==> src/rtl/sp128_ram_ctrl.sv <==
// sp128_ram_ctrl: valid/ready front end and array-fill sequencer for a 128x8 single-port RAM
// Ports: clk/reset_n; req_valid/req_ready/req_we/req_addr/req_wdata request stream;
//        rsp_valid/rsp_rdata read response; clear_start/busy array fill control;
//        ram_ce/ram_wre/ram_ad/ram_din registered strobes, ram_oce/ram_reset tie-offs, ram_dout read data.
module sp128_ram_ctrl #(
  parameter logic [7:0] CLEAR_VAL      = 8'h00,
  parameter bit         CLEAR_ON_RESET = 1'b1
) (
  input  logic       clk,
  input  logic       reset_n,
  input  logic       req_valid,
  output logic       req_ready,
  input  logic       req_we,
  input  logic [6:0] req_addr,
  input  logic [7:0] req_wdata,
  output logic       rsp_valid,
  output logic [7:0] rsp_rdata,
  input  logic       clear_start,
  output logic       busy,
  output logic       ram_ce,
  output logic       ram_wre,
  output logic       ram_oce,
  output logic       ram_reset,
  output logic [6:0] ram_ad,
  output logic [7:0] ram_din,
  input  logic [7:0] ram_dout
);
  typedef enum logic [1:0] {IDLE, RD1, RD2, CLEAR} state_t;
  state_t state, state_n;
  logic pend, pend_n, ce_n, wre_n, rv_n, accept, go;
  logic [6:0] ad_n;
  logic [7:0] din_n, rdata_n;
  assign req_ready = state == IDLE && !pend;
  assign busy      = state == CLEAR;
  assign ram_oce   = 1'b1;
  assign ram_reset = 1'b0;
  assign accept    = req_valid && req_ready;
  // A fresh clear_start launches the fill at once unless it collides with an accepted request; then it waits in pend.
  assign go = state == IDLE && (pend || (clear_start && !accept));
  always_comb begin
    state_n = state;
    pend_n  = go ? 1'b0 : pend || (clear_start && state != CLEAR);
    ce_n    = 1'b0;
    wre_n   = 1'b0;
    ad_n    = ram_ad;
    din_n   = ram_din;
    rv_n    = 1'b0;
    rdata_n = rsp_rdata;
    case (state)
      IDLE: begin
        if (go) begin
          state_n = CLEAR;
          ce_n    = 1'b1;
          wre_n   = 1'b1;
          ad_n    = 7'd0;
          din_n   = CLEAR_VAL;
        end else if (accept) begin
          state_n = req_we ? IDLE : RD1;
          ce_n    = 1'b1;
          wre_n   = req_we;
          ad_n    = req_addr;
          din_n   = req_we ? req_wdata : ram_din;
        end
      end
      RD1: state_n = RD2;
      RD2: begin
        state_n = IDLE;
        rv_n    = 1'b1;
        rdata_n = ram_dout;
      end
      default: begin
        // ram_ce is low in CLEAR only on the first cycle out of reset, so that fill starts at address 0
        if (ram_ce && ram_ad == 7'h7f) begin
          state_n = IDLE;
        end else begin
          ce_n  = 1'b1;
          wre_n = 1'b1;
          ad_n  = ram_ce ? ram_ad + 7'd1 : 7'd0;
          din_n = CLEAR_VAL;
        end
      end
    endcase
  end
  always_ff @(posedge clk or negedge reset_n) begin
    if (!reset_n) begin
      state     <= CLEAR_ON_RESET ? CLEAR : IDLE;
      pend      <= 1'b0;
      ram_ce    <= 1'b0;
      ram_wre   <= 1'b0;
      ram_ad    <= 7'd0;
      ram_din   <= 8'd0;
      rsp_valid <= 1'b0;
      rsp_rdata <= 8'd0;
    end else begin
      state     <= state_n;
      pend      <= pend_n;
      ram_ce    <= ce_n;
      ram_wre   <= wre_n;
      ram_ad    <= ad_n;
      ram_din   <= din_n;
      rsp_valid <= rv_n;
      rsp_rdata <= rdata_n;
    end
  end
endmodule

==> config.mk <==
export PLATFORM = sky130hd
export DESIGN_NAME = sp128_ram_ctrl
export DESIGN_NICKNAME = d
export VERILOG_FILES = /design/src/rtl/sp128_ram_ctrl.sv
export SDC_FILE = /design/constraint.sdc
export NUM_CORES = 1
export LEC_CHECK = 0
export BUFFER_PORTS_ARGS = -buffer_cell sky130_fd_sc_hd__buf_2
export CAP_MARGIN = 25
export CORE_ASPECT_RATIO = 0.75
export CORE_MARGIN = 2
export CORE_UTILIZATION = 54
export CTS_BUF_LIST = sky130_fd_sc_hd__clkbuf_4
export CTS_CLUSTER_SIZE = 20
export DETAILED_ROUTE_END_ITERATION = 10
export HOLD_SLACK_MARGIN = 0.02
export MAX_ROUTING_LAYER = met4
export PLACE_DENSITY = 0.95
export SYNTH_ARGS = -nofsm -noshare
export SYNTH_HDL_FRONTEND = slang
export SYNTH_SLANG_ARGS = --single-unit
==> constraint.sdc <==
create_clock -name clk -period 6.1 [get_ports clk]
set_clock_uncertainty 0.1 [all_clocks]
set_input_delay 0.61 -clock clk [delete_from_list [all_inputs] [get_ports clk]]
set_output_delay 0.61 -clock clk [all_outputs]
set_load 0.1 [all_outputs]
==> summary.md, run 1 <==
| Metric | Value |
|---|---|
| Status | `completed` |
| Gr ovfl total | `0` |
| Peak fanout along the critical path | `9` |
| Vias in the first global route | `approximately 1.2k` |
| Core Box Area | `approximately 2600 µm²` |
| First-pass GRT wire length | `between 5000 and 6000 µm` |
| Post-CTS Setup Inserts | `0` |
| Starting DRT DRC Count | `between 100 and 150` |
| Grt peak-use layer | `met2` |
| Ant diodes | `0` |
| Met1 usage | `around 30%` |
| Met3 usage | `8.45%` |
| Crit path largest cell delay | `approximately 0.46 ns` |
| R2R cell count | `6` |
| Synth warnings | `0` |
| Area leader, netlist | `dfrtp_1` |
| Layout area overhead | `22.3%` |
| Layout cells sized above 1 | `between 30% and 40%` |
| Met2 Use GR | `33.2%` |
| Drt pass-1 iters | `4` |
| Synth Register Bits | `29` |
| Synth area leaders | `dfrtp_1, mux2_2, mux2i_1, ha_1, a21oi_1` |
| Rel. slew slack | `52.2%` |
| I/O Buffers | `55` |
| Worst Max-Slew Pin Slew | `about 0.7 ns` |
| Clk root buf | `clkbuf_4` |
| Unrepaired setup endpoints after global routing | `false` |
| Die X | `approximately 65 µm` |
| CTS tree | `built` |
| Master of the slowest instance on the critical path | `buf_2` |
| Min-delay worst type | `in -> async` |
| Register area share after synthesis | `48.0%` |
| Mapped Cells | `about 140` |
| Avg WL per Cell | `between 10 and 15 µm` |
| Reg2reg start | `state[0]` |
| Synth top area share | `between 40 and 50%` |
| WP buf/inv | `2` |
| CTS resizes | `0` |
| Final-report hold violation count | `0` |
| Drt via density | `5.29` |
| Clock Pin Slew Worst Setup and Hold Paths | `0.10 ns` |
| CP endpoint kind | `primary output` |
| Hpwl dp | `around 2400 µm` |
| Setup total negative slack | `0 ns` |
| Crit path time final | `2.61 ns` |
| Hold buffers post-CTS | `0` |
| # clock sinks | `29` |
| Final setup vio count | `0` |
| Startpoint types | `flip-flop` |
| Post-synthesis cell type count | `34` |
| Drt drc | `0` |
| GRT Total Usage | `22.7%` |
| Clk Latency, worst-skew pair | `approximately 0.34 ns` |
| H-tree levels | `2` |
| Row Count | `16` |
| Kind of cell adding the most delay to the critical path | `buffers and inverters` |
| Cell Area, Synth | `~1500 µm²` |
| Initial Util | `between 50% and 60%` |
| CTS max path bufs | `2` |
| Post-Syn Area per Cell | `10.5 µm²` |
| FF-to-FF setup slack | `between 3 and 4 ns` |
| Final Max Tran Viols | `0` |
| # IOs | `58` |
| Tcrit/Tclk final | `42.8%` |
| Post-synth net total | `177` |
| Cell breakdown of the critical path | `inv_1, ha_1, nor2b_4, buf_2` |
| CP Class | `reg -> out` |
| Detailed-route via count | `around 1.2k` |
| RePlAce Congestion | `0.846` |
| DIE HEIGHT | `between 40 and 50 µm` |
| Largest net degree at the start of global routing | `30` |
| Die Area | `approximately 3300 µm²` |
| Required @ worst endpoint | `between 5 and 6 ns` |
| DRT antenna net count | `0` |
| CP Data Arrival Time | `between 1.5 and 2 ns` |
| Max-cap violations | `0` |
| Worst r2r dst | `ram_din[3]` |
| Fin nets | `~230` |
| Fmax | `between 0.3 and 0.4 GHz` |
| Fillers | `approximately 210` |
| Total CTS buffers | `5` |
| Initial antenna violation count | `0` |
| Total Routed Length | `3240 µm` |
## worst max-delay path by stage
stage	start	to	slack (ns)	depth (start not counted)
finish	state[1]	req_ready	3.49	4
global route	state[1]	req_ready	3.40	4
CTS	state[1]	req_ready	3.49	4
detailed placement	state[0]	ram_din[6]	3.78	6
global placement	state[0]	ram_din[5]	3.88	6
floorplan	ram_ad[0]	ram_din[0]	3.60	6
## final cells by class
cell class / instances / area, µm² / share of cell area (%)
Sequential cell: 29 / 728 / 39.3
Multi-Input combinational cell: 94 / 678 / 36.6
Timing Repair Buffer: 55 / 275 / 14.8
Tap cell: 36 / 45.0 / 2.43
Inverter: 13 / 48.8 / 2.63
Clock buffer: 5 / 37.5 / 2.02
Clock inverter: 3 / 41.3 / 2.23
## per-layer routing
layer / up-vias / part of all wire, %
met5: - / 0
met4: 0 / 0.43
met3: 2 / 7.7
met2: 54 / 44
met1: 581 / 48
li1: 607 / -
## metrics by stage
| step | hold slack, ns | instance area [µm²] | utilization [%] | instances | setup slack (ns) |
|---|---|---|---|---|---|
| 3_5_place_dp | 0.395 | 1780 | 67.2 | 227 | 3.78 |
| 6_report | 0.167 | 1850 | 70.2 | 235 | 3.49 |
| 3_3_place_gp | 0.389 | 1780 | 67.2 | 227 | 3.88 |
| 4_1_cts | 0.185 | 1850 | 70.2 | 235 | 3.49 |
| 2_1_floorplan | 0.214 | 1520 | - | 144 | 3.60 |
| 5_1_grt | 0.219 | 1850 | 70.2 | 235 | 3.40 |
## cells in the mapped netlist (all sizes together)
cell type and n:
nor4 1, conb 2, a21o 1, nand2 16, a32oi 1, buf 6, a221oi 1, a22oi 2
o31ai 1, nor2 3, inv 13, dfstp 2, a32o 1, mux2i 9, o211ai 2, a21oi 12
o21ai 3, and2 2, and3 3, nor3 2, o2bb2ai 4, a31oi 4, dfrtp 27, nand3 4
ha 5, nand2b 4, mux2 9, nor2b 2, clkbuf 2
## state kept, by name, indices dropped and copies added (netlist names)
name,flops
ram_din,8
rsp_rdata,8
ram_ad,7
state,2
pend,1
ram_ce,1
ram_wre,1
rsp_valid,1
## logic make-up (layout without fill, tap and decap cells)
| family | after synthesis | after routing | synth area share (%) |
|---|---|---|---|
| compound gates | 32 | 32 | 14.9 |
| fa+ha+maj | 5 | 5 | 4.13 |
| buf+inv | 21 | 76 | 7.26 |
| flops | 29 | 29 | 48.0 |
| mux | 18 | 18 | 12.6 |
| other cells | 2 | 2 | 0.495 |
| simple gates | 37 | 37 | 12.6 |
## cells in the final DEF (no fill, tap or decap), drive strengths merged
| master | instances |
|---|---|
| a21o | 1 |
| nor2 | 3 |
| and3 | 3 |
| o211ai | 2 |
| dfrtp | 27 |
| ha | 5 |
| bufinv | 1 |
| a32o | 1 |
| clkbuf | 5 |
| mux2i | 9 |
| nand2 | 16 |
| o2bb2ai | 4 |
| mux2 | 9 |
| a32oi | 1 |
| nor3 | 2 |
| clkinv | 1 |
| nand3 | 4 |
| clkinvlp | 1 |
| dfstp | 2 |
| a221oi | 1 |
| a22oi | 2 |
| buf | 55 |
| and2 | 2 |
| a21oi | 12 |
| inv | 13 |
| nor2b | 2 |
| conb | 2 |
| o21ai | 3 |
| nor4 | 1 |
| o31ai | 1 |
| nand2b | 4 |
| a31oi | 4 |
## worst register-to-register path, cell delays in order (launching register included)
cell	delay, ns
dfstp_2	0.57
inv_1	0.06
ha_1	0.30
nor2b_4	0.19
and2_4	0.22
a221oi_4	0.55
mux2i_1	0.24
Power of run 1 is not shown: default switching activity piles up to over one toggle a cycle in this logic, so the estimate is an artifact.
==> run 2, diff against run 1 <==
--- a/config.mk
+++ b/config.mk
@@ -9,13 +9,13 @@
 export CAP_MARGIN = 25
 export CORE_ASPECT_RATIO = 0.75
 export CORE_MARGIN = 2
-export CORE_UTILIZATION = 54
+export CORE_UTILIZATION = 50
 export CTS_BUF_LIST = sky130_fd_sc_hd__clkbuf_4
 export CTS_CLUSTER_SIZE = 20
 export DETAILED_ROUTE_END_ITERATION = 10
 export HOLD_SLACK_MARGIN = 0.02
 export MAX_ROUTING_LAYER = met4
-export PLACE_DENSITY = 0.95
+export PLACE_DENSITY = 0.92
 export SYNTH_ARGS = -nofsm -noshare
 export SYNTH_HDL_FRONTEND = slang
 export SYNTH_SLANG_ARGS = --single-unit
==> constraint.sdc (replaced) <==
create_clock -name clk -period 2.7 [get_ports clk]
set_clock_uncertainty 0.1 [all_clocks]
set_input_delay 0.27 -clock clk [delete_from_list [all_inputs] [get_ports clk]]
set_output_delay 0.27 -clock clk [all_outputs]
set_load 0.1 [all_outputs]
==> summary.md, run 2 (same netlist as run 1, synthesis figures left out) <==
| Metric | Value |
|---|---|
| Status | `completed` |
| DRT antenna net count | `0 (unchanged)` |
| Post-Layout Inst Area | `1860 µm² (about the same)` |
| Gr ovfl total | `0 (unchanged)` |
| DIE HEIGHT | `51.7 µm (+3.6%)` |
| Worst Max-Slew Pin Slew | `0.627 ns (-0.0902 ns)` |
| Layout cells sized above 1 | `39.3% (+0.61 points)` |
| Fmax | `roughly 0.43 GHz` |
| I/O Buffers | `55 (unchanged)` |
| Unrepaired setup endpoints after global routing | `false` |
| Routed met2 length | `1490 µm (+4.8%)` |
| Crit path largest cell delay | `0.58 ns (+0.12 ns)` |
| Cell breakdown of the critical path | `inv_1, ha_1, nor2b_4, and2_4, a221oi_4, mux2i_1` |
| Drt via density | `5.31 (+0.38%)` |
| Row Count | `17 (+1)` |
| Drt drc | `0 (unchanged)` |
| Initial antenna violation count | `0 (unchanged)` |
| Vias in the first global route | `1,144 (-5.5%)` |
| Clock Pin Slew Worst Setup and Hold Paths | `0.09 ns (about the same)` |
| Detailed-route via count | `1,270 (+2.1%)` |
| Clk root buf | `clkbuf_4` |
| Required @ worst endpoint | `2.85 ns (-2.54 ns)` |
| Layout area overhead | `22.4% (about the same)` |
| First-pass GRT wire length | `5260 µm (-1.6%)` |
| Met3 Routed Length | `218 µm (-13%)` |
| Avg WL per Cell | `13.3 µm (-3.4%)` |
| Clk Latency, worst-skew pair | `0.33 ns (about the same)` |
| WL met1 | `1420 µm (-8.0%)` |
| CTS tree | `built` |
| # IOs | `58 (unchanged)` |
| Fin nets | `233 (+0.87%)` |
| Fillers | `225 (+5.1%)` |
| # clock sinks | `29 (unchanged)` |
| Crit path time final | `between 2 and 2.5 ns` |
| Total CTS buffers | `5 (unchanged)` |
| Final setup vio count | `0 (unchanged)` |
| Most common cell after layout, fill and taps aside | `buf_2` |
| Max-cap violations | `0 (unchanged)` |
| Min-delay worst type | `in -> reg` |
| Tcrit/Tclk final | `85.9%` |
| Post-CTS Setup Inserts | `0 (unchanged)` |
| Startpoint types | `flip-flop` |
| Largest net degree at the start of global routing | `30 (unchanged)` |
| GRT Total Usage | `21.8% (-0.86 points)` |
| Master of the slowest instance on the critical path | `dfstp_2` |
| H-tree levels | `2 (unchanged)` |
| Top layer in use | `met4` |
| CTS max path bufs | `2 (unchanged)` |
| Setup total negative slack | `0 ns (unchanged)` |
| Post-DP Area | `1790 µm² (+0.56%)` |
| Die X | `67.6 µm (+3.7%)` |
| CP Data Arrival Time | `2.47 ns (+0.57 ns)` |
| Starting DRT DRC Count | `45 (-58%)` |
| Biggest registers after layout | `ram_din x8, rsp_rdata x8, ram_ad x7` |
| Total Routed Length | `3180 µm (-1.7%)` |
| RePlAce Congestion | `0.828 (-2.2%)` |
| Rel. slew slack | `58.2% (+6.0 points)` |
| CP Class | `reg -> reg` |
| Drt pass-1 iters | `4 (unchanged)` |
| Hpwl dp | `2300 µm (-3.8%)` |
| Ant diodes | `0 (unchanged)` |
| Initial Util | `52.0% (-5.3 points)` |
| CP endpoint kind | `flip-flop` |
| Final Max Tran Viols | `0 (unchanged)` |
| Core Box Area | `2910 µm² (+10%)` |
| Core Util, Final | `63.7% (-6.5 points)` |
| Commonest cells after routing, fill and taps aside | `buf_2, dfrtp_1, nand2_1` |
| Peak fanout along the critical path | `16 (+7)` |
| Hold slack | `0.0649 ns (-0.102 ns)` |
| Die Area | `3490 µm² (+7.4%)` |
| Final-report hold violation count | `0 (unchanged)` |
==> run 2: area by class of cell <==
type	instances	area, µm²	share of cell area [%]
timing repair buffer	57	293	15.8
tap	38	47.5	2.56
clock buffer	8	60.1	3.24
sequential	29	728	39.2
multi-input combinational	94	678	36.5
inverter	13	48.8	2.63
==> run 2: through the flow <==
step	setup WS, ns	instances
after global placement	0.503	230
after CTS	0.385	239
after detailed placement	0.402	230
after global routing	0.268	239
final	0.382	239
after floorplan	0.202	144
==> run 2: timing repair <==
| action | in CTS | in global routing |
|---|---|---|
| endpoints found under the hold margin | 27 | 0 |
| resized for setup | 0 | 0 |
| hold buffers | 1 | 0 |
==> run 2: per-layer routing <==
metal	vias up	global-route usage [%]
met5	-	-
met4	0	8.84
met3	7	8.44
met2	50	30.7
met1	605	28.3
li1	608	-
==> run 2: path summary, 6_finish.rpt <==
check / to / slack, ns / cells past startpoint / start
max: ram_din[4] / 0.38 / 6 / state[0]
min: ram_din[3] / 0.06 / 3 / req_wdata[3]
max reg2reg: ram_din[4] / 0.38 / 6 / state[0]
min reg2reg: rsp_rdata[5] / 0.41 / 1 / rsp_rdata[5]
max in group asynchronous: rsp_rdata[5] / 1.68 / 2 / reset_n
min in group asynchronous: ram_din[7] / 0.40 / 2 / reset_n
==> run 2: critical path: cells and delay by family (launching register included) <==
family          cells  cell delay [ns]
compound gates      1             0.52
fa+ha+maj           1             0.31
buf+inv             1             0.07
flops               1             0.58
mux                 1             0.26
simple gates        2             0.40
Power of run 2 is left out for the same reason.
